--- src/rtl/mem_parity_ctl.sv ---
// mem_parity_ctl: odd-parity generator/checker for a 12-bit core memory.
// A memory cycle settles for SETTLE_CYCLES clocks, then either checks the
// read word against the stored parity bit or generates a parity bit for the
// write word. Errors set a sticky flag and capture the failing {field, addr};
// IOT strobes let the processor test (SMP) and clear (CMP) the error flag.
module mem_parity_ctl #(
    parameter int unsigned SETTLE_CYCLES = 2
) (
    input  logic        clk,
    input  logic        rst_n,
    input  logic        mem_start,
    input  logic        mem_write,
    input  logic [11:0] mem_addr,
    input  logic [2:0]  mem_field,
    input  logic [11:0] mem_data,
    input  logic        pbit_in,
    input  logic        par_en,
    input  logic        iot_strobe,
    input  logic [2:0]  iot_op,
    output logic        pbit_out,
    output logic        pbit_we,
    output logic        done,
    output logic        busy,
    output logic        perr,
    output logic        int_req,
    output logic        skip,
    output logic [14:0] err_addr
);

    typedef enum logic [2:0] {
        IDLE,
        SETTLE,
        CHECK,
        WGEN,
        DONE
    } state_t;

    localparam logic [3:0] CNT_LOAD = 4'(SETTLE_CYCLES - 1);

    state_t      state, state_nx;
    logic [3:0]  cnt, cnt_nx;

    logic        cyc_write;
    logic [11:0] cyc_addr;
    logic [2:0]  cyc_field;

    logic        pbit_hold;
    logic        wgen_par;
    logic        read_good;
    logic        err_set;
    logic        smp;
    logic        cmp;
    logic        unused_iot;

    // iot_op[1] has no function in this controller
    assign unused_iot = iot_op[1];

    assign smp       = iot_strobe & iot_op[0];
    assign cmp       = iot_strobe & iot_op[2];
    assign wgen_par  = ~^mem_data;
    assign read_good = ^{mem_data, pbit_in};
    assign err_set   = (state == CHECK) & par_en & ~read_good;

    // State and settle counter register
    always_ff @(posedge clk or negedge rst_n) begin
        if (!rst_n) begin
            state <= IDLE;
            cnt   <= '0;
        end else begin
            state <= state_nx;
            cnt   <= cnt_nx;
        end
    end

    // Next-state and counter logic; mem_start is only honoured in IDLE
    always_comb begin
        state_nx = state;
        cnt_nx   = cnt;
        case (state)
            IDLE: begin
                if (mem_start) begin
                    state_nx = SETTLE;
                    cnt_nx   = CNT_LOAD;
                end
            end
            SETTLE: begin
                if (cnt == 4'd0) begin
                    state_nx = cyc_write ? WGEN : CHECK;
                end else begin
                    cnt_nx = cnt - 4'd1;
                end
            end
            CHECK:   state_nx = DONE;
            WGEN:    state_nx = DONE;
            DONE:    state_nx = IDLE;
            default: state_nx = IDLE;
        endcase
    end

    // Capture cycle type and address at the accepted start
    always_ff @(posedge clk or negedge rst_n) begin
        if (!rst_n) begin
            cyc_write <= 1'b0;
            cyc_addr  <= '0;
            cyc_field <= '0;
        end else if (state == IDLE && mem_start) begin
            cyc_write <= mem_write;
            cyc_addr  <= mem_addr;
            cyc_field <= mem_field;
        end
    end

    // Hold the generated parity bit between write cycles
    always_ff @(posedge clk or negedge rst_n) begin
        if (!rst_n) begin
            pbit_hold <= 1'b0;
        end else if (state == WGEN) begin
            pbit_hold <= wgen_par;
        end
    end

    // Sticky error flag and first-error address; a new error beats CMP
    always_ff @(posedge clk or negedge rst_n) begin
        if (!rst_n) begin
            perr     <= 1'b0;
            err_addr <= '0;
        end else begin
            if (err_set) begin
                perr <= 1'b1;
            end else if (cmp) begin
                perr <= 1'b0;
            end

            if (err_set && (!perr || cmp)) begin
                err_addr <= {cyc_field, cyc_addr};
            end else if (cmp) begin
                err_addr <= '0;
            end
        end
    end

    // Skip pulse one clock after SMP, judged on the pre-clear perr
    always_ff @(posedge clk or negedge rst_n) begin
        if (!rst_n) begin
            skip <= 1'b0;
        end else begin
            skip <= smp & ~perr;
        end
    end

    assign pbit_out = (state == WGEN) ? wgen_par : pbit_hold;
    assign pbit_we  = (state == WGEN);
    assign done     = (state == DONE);
    assign busy     = (state != IDLE);
    assign int_req  = perr;

endmodule

--- config.mk ---
export PLATFORM = sky130hd
export DESIGN_NAME = mem_parity_ctl
export DESIGN_NICKNAME = d
export VERILOG_FILES = /design/src/rtl/mem_parity_ctl.sv
export SDC_FILE = /design/constraint.sdc
export NUM_CORES = 1
export LEC_CHECK = 0
export BUFFER_PORTS_ARGS = -buffer_cell sky130_fd_sc_hd__clkbuf_2
export CAP_MARGIN = 25
export CORE_MARGIN = 4
export CORE_UTILIZATION = 25
export DETAILED_ROUTE_END_ITERATION = 6
export GPL_ROUTABILITY_DRIVEN = 0
export PLACE_DENSITY_LB_ADDON = 0.15
export SETUP_SLACK_MARGIN = 0.15
export SYNTH_ARGS = -nofsm -noshare
export SYNTH_HDL_FRONTEND = slang
export SYNTH_SLANG_ARGS = --single-unit
export TNS_END_PERCENT = 1
--- constraint.sdc ---
create_clock -name clk -period 4.4 [get_ports clk]
set_clock_uncertainty 0.05 [all_clocks]
set_input_delay 0.22 -clock clk [delete_from_list [all_inputs] [get_ports clk]]
set_output_delay 0.22 -clock clk [all_outputs]
set_load 0.02 [all_outputs]
==> reports/summary.txt, run 1 <==
I/O pin cnt = 59
Endpoints failing setup = 0
CTS clk-pin slew, worst paths = 0.09 ns
Worst slew margin = 52.84%
Clock latency on the worst-skew pair = 0.29 ns
Hold_buf cts = 1
Final nets = 274
Netlist cell types = 27
Fill count = 767
H-tree levels = 2
Switch Pwr = 452.9 uW
Dominant cells by area after synthesis = dfrtp_1 (54%), mux2i_1 (8.9%), nand2_1 (7.1%)
Clock buffer count from CTS = 5
FP Rows = 31
Syn Inst Count = 175
Area Overhead vs Synth = 24.57%
PD cells = 528.2 nW/um^2
TritonCTS clock tree = yes
Final WL = 4061 um
Vias in the first global route = 1323
Vias/cell = 4.093
Wirelength per Cell = 12.12 um
Worst Hold Launch = mem_addr[9]
Status = completed
Worst-path cell chain = and2b_2, and2_1, mux2_2, clkbuf_2
Combinational share of power = 35.9%
Clk root buf = clkbuf_8
Non-filler instance count after layout = 335
Synth Net Count = 214
Multi-input logic area = 759.5 sq um
Critical path's slowest cell = dfrtp_1
CORE AREA = 7331 sq um
Reg power frac = 44.6%
Synth warn = 0
# resized after CTS = 0
Tightest Pin Transition = 0.7057 ns
Post-route ant nets = 0
Total GRT Usage = 9.415%
Syn Area/Cell = 10.91 sq um
Die span in x = 95.39 um
Critical path launch point type = register
Starting Density = 26.05%
Internal power = 803.5 uW
Placed cells = 326
Hold/Removal Path Class = in2reg
Mapped Area = 1909 sq um
N_diodes = 0
Crit path DAT = 1.65 ns
Highest clock rate = 519.9 MHz
RR Startpoint = cnt[0]
Total gr overflow = 0
Die Area = 9099 sq um
DRC viols = 0
FF/Latch Area = 1026 sq um
Worst path max stage delay = 0.42 ns
Layout cells sized above 1 = 32.20%
Crit share post-route = 43.72%
Sum of negative setup slack = 0 ns
Data required time at the worst endpoint = 4.13 ns
Routed via count = 1371
Sw Ratio = 36.05%
DRT Pass-1 Iters = 3
Port Buffers = 57
FF+latch count, synth = 41
Post-DP HPWL = 2835 um
Initial antenna violation count = 0
Slew Limit Fails = 0
RSZ-0062 raised after global routing = false
Die height = 95.39 um
Final min period = 1.923 ns
Clk network pwr share = 19.5%
Crit. End Element = output port
Share of the synthesized area in the top cell type = 53.74%
Largest net degree at the start of global routing = 42
MaxCap Viol Count = 0
Hold Slack = 0.07457 ns
Clock sinks = 41
Overall Power = 1256 uW
Leakage = 0.001277 uW
Clk buf depth = 2
Sequential fraction of the synthesis area = 53.74%
Detailed Route Iter0 Violations = 43
Final Hold Fails = 0
Post-CTS setup repair buffer count = 0
First-pass GRT wire length = 6644 um
Crit Path Max Fanout = 6
Worst setup path category = reg2out
Cell taking the most area after synthesis = dfrtp_1
Peak VDD IR = 0.1883 mV
Worst Setup SP = state[2]
[cell usage in the layout, fill, tap and decap left out, types with 2 or more instances in the layout]
cell type / count
a22o_1: 3
and2b_2: 2
buf_4: 2
clkbuf_2: 57
clkbuf_8: 5
clkinvlp_4: 2
dfrtp_1: 41
ha_1: 2
inv_1: 19
mux2_2: 3
mux2i_1: 17
nand2_1: 36
nor2_1: 3
nor3_1: 3
nor3b_1: 2
o21ai_0: 17
xnor2_1: 9
xnor2_2: 2
[cells in the mapped netlist]
library cell   count
and3b_1            1
a32o_1             1
ha_1               2
or3_1              1
dfrtp_1           41
xnor2_1            9
xor3_2             1
nand4_4            1
nor3_1             3
nor3b_1            2
buf_6              1
nand2_1           36
buf_4              1
a22oi_1            1
and2_1             1
and2b_2            2
xnor3_1            1
buf_8              1
clkbuf_1           3
inv_1             19
mux2i_1           17
o21ai_0           17
a22o_1             3
mux2_2             3
nor2_1             4
xnor2_2            2
dlygate4sd3_1      1
[routing by layer]
metal  wire length (um)  up-vias  part of all wire [%]  GRT usage, %
met2               1704       45                    42         13.53
met4                 34        0                  0.84         2.844
met5                  0        -                     0             0
met1               1969      640                    48         13.31
met3                354        5                   8.7         3.236
li1                   -      681                     -             -
[path summary, 6_finish.rpt]
path	cells past startpoint	to	slack, ns
setup / recovery	4	pbit_out	2.48
hold / removal	3	cyc_addr[9]	0.07
setup reg to reg	6	cnt[0]	2.56
hold reg to reg	1	pbit_hold	0.46
max in group asynchronous	3	cyc_addr[0]	3.46
min in group asynchronous	3	err_addr[6]	0.48
[metrics by stage]
step | instance area (sq um) | setup WS [ns] | utilization, %
global route | 2379 | 2.301 | 32.45
floorplan | 1909 | 2.692 | -
detailed placement | 2281 | 2.440 | 31.11
global placement | 2281 | 2.435 | 31.11
finish | 2379 | 2.477 | 32.45
CTS | 2379 | 2.444 | 32.45
[logic make-up after synthesis]
family,count (synthesis),share of synthesized area [%]
buffers and inverters,26,6.619
AND/OR/NAND/NOR,51,12.58
flip-flops,41,53.74
XOR/XNOR,13,8.322
multiplexers,20,10.68
adder cells (fa/ha/maj),2,1.310
AO/OA/AOI/OAI,22,6.750
[sequential cells by signal (all words and copies together), names as in the netlist]
| signal | flops |
|---|---|
| cyc_field | 3 |
| cnt | 4 |
| state | 3 |
| cyc_addr | 12 |
| int_req | 1 |
| cyc_write | 1 |
| pbit_hold | 1 |
| skip | 1 |
| err_addr | 15 |
[cell type report]
type | instances | share of cell area (%)
clock buffers | 6 | 3.051
well taps | 99 | 5.208
clock inverters | 2 | 0.6312
repair buffers | 60 | 13.05
inverters | 19 | 2.998
flip-flops and latches | 41 | 43.14
multi-input cells | 108 | 31.93
[critical path: cells and delay by family (launching register included)]
family,cells,cell delay [ns]
simple gates,2,0.44
flops,1,0.42
mux,1,0.35
buf+inv,1,0.16
[power groups by stage]
stage / Sequential [uW] / Clock (uW) / Combinational, uW
finish: 561 / 245 / 450
global placement: 568 / 0 / 452
CTS: 563 / 260 / 461
floorplan: 563 / 0 / 342
detailed placement: 569 / 0 / 458
global route: 578 / 277 / 515
No activity file was read; power rests on OpenSTA's default activity.
==> inputs of run 2 (changes only) <==
==> constraint.sdc (replaced) <==
create_clock -name clk -period 2 [get_ports clk]
set_clock_uncertainty 0.05 [all_clocks]
set_input_delay 0.1 -clock clk [delete_from_list [all_inputs] [get_ports clk]]
set_output_delay 0.1 -clock clk [all_outputs]
set_load 0.02 [all_outputs]
==> run 2 against run 1 <==
  * Cell count increased by 6.3%
  * Wire length increased by 4.2%
  * Power is 130% higher
  * Cell area increased by 8.3%
  * Register-to-register slack lost 2.2 ns
  * Sequential power rose by 120%
  * Flip-flop and latch count stayed put
  * Via count up 4.2%
  * Sequential share of layout area decreased by 3.3 points
  * Core utilization is 2.7 points higher
  * Combinational power grew 140%
  * Critical path depth stayed put
  * Highest routed layer unchanged
==> reports/summary.txt, run 2 (synthesis gave the netlist of run 1 again) <==
Status = completed
Clock sinks = 41
Largest net degree at the start of global routing = 31
Post-DP HPWL = 3016 um
Data required time at the worst endpoint = 1.85 ns
Vias in the first global route = 1410
Wirelength per Cell = 11.89 um
CP top delay family = flip-flops
Total gr overflow = 0
DRT Pass-1 Iters = 2
Clock buffer count from CTS = 5
Final Hold Fails = 0
Endpoints failing setup = 0
Crit share post-route = 88.53%
Die height = 95.39 um
Highest clock rate = 564.8 MHz
First-pass GRT wire length = 7024 um
Worst Hold Launch = iot_op[0]
CORE AREA = 7331 sq um
I/O pin cnt = 59
Crit Path Max Fanout = 6
Die Area = 9099 sq um
Sum of buffers and inverters on the critical path = 1
Total GRT Usage = 10.01%
CTS clk-pin slew, worst paths = 0.07 ns
Final min period = 1.771 ns
WHS Endpoint = skip
Switch Pwr = 1001 uW
Slew Limit Fails = 0
N_diodes = 0
Setup ws final = 0.2294 ns
MaxCap Viol Count = 0
Detailed Route Iter0 Violations = 36
R2R Setup Slk = 0.34 ns
RR Endpoint = cnt[1]
Critical path's slowest cell = dfrtp_1
Max reg flops = 15
Final WL = 4233 um
Reg power frac = 43.6%
Sw Ratio = 35.37%
Port Buffers = 57
Routed via count = 1428
Pre-CTS worst setup slack = 0.1364 ns
H-tree levels = 2
RSZ-0062 raised after global routing = true
Worst path max stage delay = 0.43 ns
Die span in x = 95.39 um
Final nets = 295
Combinational share of power = 37.8%
Clk network pwr share = 18.7%
Most frequent cells in the layout = clkbuf_2 (57), dfrtp_1 (41), nand2_1 (36), inv_1 (19)
Initial antenna violation count = 0
Peak VDD IR = 0.3557 mV
Area Overhead vs Synth = 34.93%
Worst setup path category = reg2out
Commonest non-fill, non-tap cell in the layout = clkbuf_2
FP Rows = 31
Top Registers = err_addr (15), cyc_addr (12), cnt (4)
TritonCTS clock tree = yes
Worst-path cell chain = and2b_2, and2_1, mux2_2, clkbuf_2
Crit. End Element = output port
Post-route ant nets = 0
Crit path DAT = 1.62 ns
DRC viols = 0
R2R depth = 7
Leakage = 0.001369 uW
Clock latency on the worst-skew pair = 0.29 ns
PD cells = 1098 nW/um^2
Clk root buf = clkbuf_8
RR Startpoint = cnt[0]
Starting Density = 26.05%
Most flop-heavy register = err_addr
Clk buf depth = 2
Worst slew margin = 68.61%
Critical path launch point type = register
Internal power = 1828 uW
Vias/cell = 4.011
# resized after CTS = 0
Sum of negative setup slack = 0 ns
Hold/Removal Path Class = in2reg
Tightest Pin Transition = 0.4673 ns
Min-Delay Path Depth = 2
Layout cells sized above 1 = 31.52%
-- run 2: cell types whose count changed in the layout (fill, tap and decap cells not counted), sizes merged --
cell and change:
dlygate4sd3 +16, buf +5
-- run 2: power by group through the flow --
| stage | Combinational, uW | Sequential, uW | Clock, uW |
|---|---|---|---|
| final | 1070 | 1230 | 528 |
| after global routing | 1210 | 1270 | 609 |
| after CTS | 1080 | 1240 | 562 |
| after detailed placement | 1050 | 1250 | 0 |
| after global placement | 1040 | 1250 | 0 |
| after floorplan | 752 | 1240 | 0 |
-- run 2: metal layers --
layer	up-vias	share of wire (%)	global-route usage (%)
met5	-	0	0
met4	0	0.80	3.199
met3	5	7.9	3.078
met2	44	44	14.81
met1	654	47	13.97
li1	725	-	-
-- run 2: layout make-up --
| type | instances | area [sq um] |
|---|---|---|
| fillers | 733 | 4755 |
| flip-flops and latches | 41 | 1026 |
| multi-input cells | 108 | 759.5 |
| repair buffers | 81 | 508.0 |
| well taps | 99 | 123.9 |
| clock buffers | 6 | 72.57 |
| inverters | 19 | 71.32 |
| clock inverters | 2 | 15.01 |
-- run 2: worst max path at each step --
stage	start	to	slack, ns	cells past startpoint
after CTS	state[2]	pbit_out	0.16	4
after global placement	mem_data[1]	err_addr[13]	0.17	6
after floorplan	state[0]	cyc_addr[10]	0.34	6
after detailed placement	mem_data[1]	err_addr[13]	0.14	6
final	state[2]	pbit_out	0.23	4
after global routing	cnt[0]	cnt[2]	0.14	7
-- run 2: per-stage QoR --
step | hold slack (ns) | util (%) | area [sq um] | power, uW | cells
floorplan | -0.2456 | - | 1909 | 1991 | 175
global placement | 0.02407 | 31.52 | 2311 | 2287 | 330
detailed placement | 0.01761 | 31.52 | 2311 | 2305 | 330
CTS | 0.004503 | 35.04 | 2569 | 2883 | 355
global route | 0.01562 | 35.14 | 2576 | 3091 | 356
finish | 0.01831 | 35.14 | 2576 | 2829 | 356
-- run 2: timing repair --
item,4_1_cts,5_1_grt
setup buffers,0,1
setup endpoints to repair,0,3
hold endpoints to repair,31,0
hold buffers,17,0
==> inputs of run 3 (changes only) <==
--- a/config.mk
+++ b/config.mk
@@ -8,7 +8,7 @@
 export BUFFER_PORTS_ARGS = -buffer_cell sky130_fd_sc_hd__clkbuf_2
 export CAP_MARGIN = 25
 export CORE_MARGIN = 4
-export CORE_UTILIZATION = 25
+export CORE_UTILIZATION = 35
 export DETAILED_ROUTE_END_ITERATION = 6
 export GPL_ROUTABILITY_DRIVEN = 0
 export PLACE_DENSITY_LB_ADDON = 0.15
==> run 3 against run 2 <==
  * Flip-flop and latch count unchanged
  * Worst setup slack improved by 0.0030 ns
  * Power is 1.1% lower
  * Worst hold slack better by 0.0065 ns
  * Cell count is 8.4% lower
  * Maximum frequency grew 0.17%
  * Non-clock buffer count down 1
  * Combinational power about the same
  * Wire length fell by 6.7%
  * Via count increased by 1.5%
  * Die area down 26%
  * Register-to-register slack got worse by 0.02 ns
  * Largest cell class unchanged
==> reports/summary.txt, run 3 (synthesis gave the netlist of run 1 again) <==
Initial antenna violation count = 0
Hold/Removal Path Class = in2reg
Commonest non-fill, non-tap cell in the layout = clkbuf_2
Fill count = 518
Clock latency on the worst-skew pair = 0.29 ns
Most flop-heavy register = err_addr
DRT Pass-1 Iters = 4
Clk root buf = clkbuf_8
Clk buf depth = 2
Most frequent cells in the layout = clkbuf_2 (57), dfrtp_1 (41), nand2_1 (36), inv_1 (19), dlygate4sd3_1 (18)
Setup ws final = 0.2324 ns
Clock sinks = 41
I/O pin cnt = 59
Pre-CTS worst setup slack = 0.1563 ns
Largest net degree at the start of global routing = 42
Highest clock rate = 565.8 MHz
Total gr overflow = 0
Final Hold Fails = 0
Overall Power = 2798 uW
CP Capture Point = pbit_out
Area Overhead vs Synth = 32.50%
Crit path DAT = 1.62 ns
Combinational share of power = 37.2%
TritonCTS clock tree = yes
Multi-input logic area = 759.5 sq um
Vias/cell = 4.448
# resized after CTS = 0
Layout cells sized above 1 = 30.86%
Slew Limit Fails = 0
Worst Setup SP = state[2]
Reg power frac = 44.1%
R2R depth = 6
Die span in x = 81.86 um
Switch Pwr = 991.9 uW
Starting Density = 36.68%
PD cells = 1106 nW/um^2
Data required time at the worst endpoint = 1.85 ns
Total GRT Usage = 13.20%
FF/Latch Area = 1026 sq um
R2R Setup Slk = 0.32 ns
Final nets = 294
Detailed Route Iter0 Violations = 30
Final min period = 1.768 ns
Tightest Pin Transition = 0.6938 ns
Worst setup path category = reg2out
Clock buffer count from CTS = 5
Critical path launch point type = register
Sum of negative setup slack = 0 ns
Crit Path Max Fanout = 6
Worst slew margin = 53.26%
Die height = 81.86 um
Post-DP HPWL = 2699 um
Die Area = 6701 sq um
Port Buffers = 57
Sw Ratio = 35.45%
N_diodes = 0
Final WL = 3950 um
FP Rows = 26
Max reg flops = 15
Crit. End Element = output port
Crit share post-route = 88.38%
Post-route ant nets = 0
H-tree levels = 2
Leakage = 0.001370 uW
RR Endpoint = cnt[0]
RR Startpoint = cnt[0]
Internal power = 1806 uW
First-pass GRT wire length = 6810 um
RSZ-0062 raised after global routing = true
DRC viols = 0
CTS clk-pin slew, worst paths = 0.08 ns
CORE AREA = 5205 sq um
Wirelength per Cell = 12.12 um
Vias in the first global route = 1517
Hold Slack = 0.02476 ns
Peak VDD IR = 0.4602 mV
MaxCap Viol Count = 0
Routed via count = 1450
Status = completed
Clk network pwr share = 18.8%
Top Registers = err_addr (15), cyc_addr (12), cnt (4)
Endpoints failing setup = 0
-- run 3: worst min path at each step --
stage | from | to | slack, ns | cells after the start
3_3_place_gp | rst_n | skip | 0.15 | 2
5_1_grt | iot_strobe | skip | 0.02 | 2
4_1_cts | iot_strobe | skip | 0.02 | 2
6_report | iot_strobe | skip | 0.02 | 2
3_5_place_dp | rst_n | skip | 0.15 | 2
2_1_floorplan | rst_n | cnt[0] | -0.25 | 0
-- run 3: critical path, cell delays in order, from the launching register on --
cell and delay [ns]:
dfrtp_1 0.43, and2b_2 0.24, and2_1 0.15, mux2_2 0.35, clkbuf_2 0.16
-- run 3: power by group through the flow --
stage	sequential (uW)	combinational, uW	clock (uW)
floorplan	1240	752	0
global placement	1250	997	0
detailed placement	1250	1010	0
CTS	1240	1050	547
global route	1270	1190	575
finish	1230	1040	525
-- run 3: area by class of cell --
class                      count  share of cell area (%)
sequential                    41                   40.55
multi-input combinational    108                   30.02
timing repair buffer          80                   19.88
tap                           70                   3.462
clock buffer                   6                   2.868
inverter                      19                   2.819
clock inverter                 2                  0.3956
-- run 3: what timing repair did --
| action | 4_1_cts | 5_1_grt |
|---|---|---|
| hold buffers | 18 | 0 |
| endpoints found under the hold margin | 58 | 0 |
| setup endpoints to repair | 0 | 3 |
| buffers inserted | 0 | 1 |
-- run 3: metrics by stage --
step	cells	utilization (%)	cell area, sq um
after floorplan	175	-	1909
after global placement	299	43.41	2260
after detailed placement	299	43.41	2260
after CTS	325	48.46	2522
after global routing	326	48.61	2530
final	326	48.61	2530
-- run 3: layer usage --
metal / wire, um / vias up / part of all wire (%) / GRT usage, %
li1: - / 722 / - / -
met1: 1796 / 674 / 45 / 16.24
met2: 1797 / 47 / 45 / 22.13
met3: 302 / 7 / 7.6 / 3.728
met4: 55 / 0 / 1.4 / 4.485
met5: 0 / - / 0 / 0
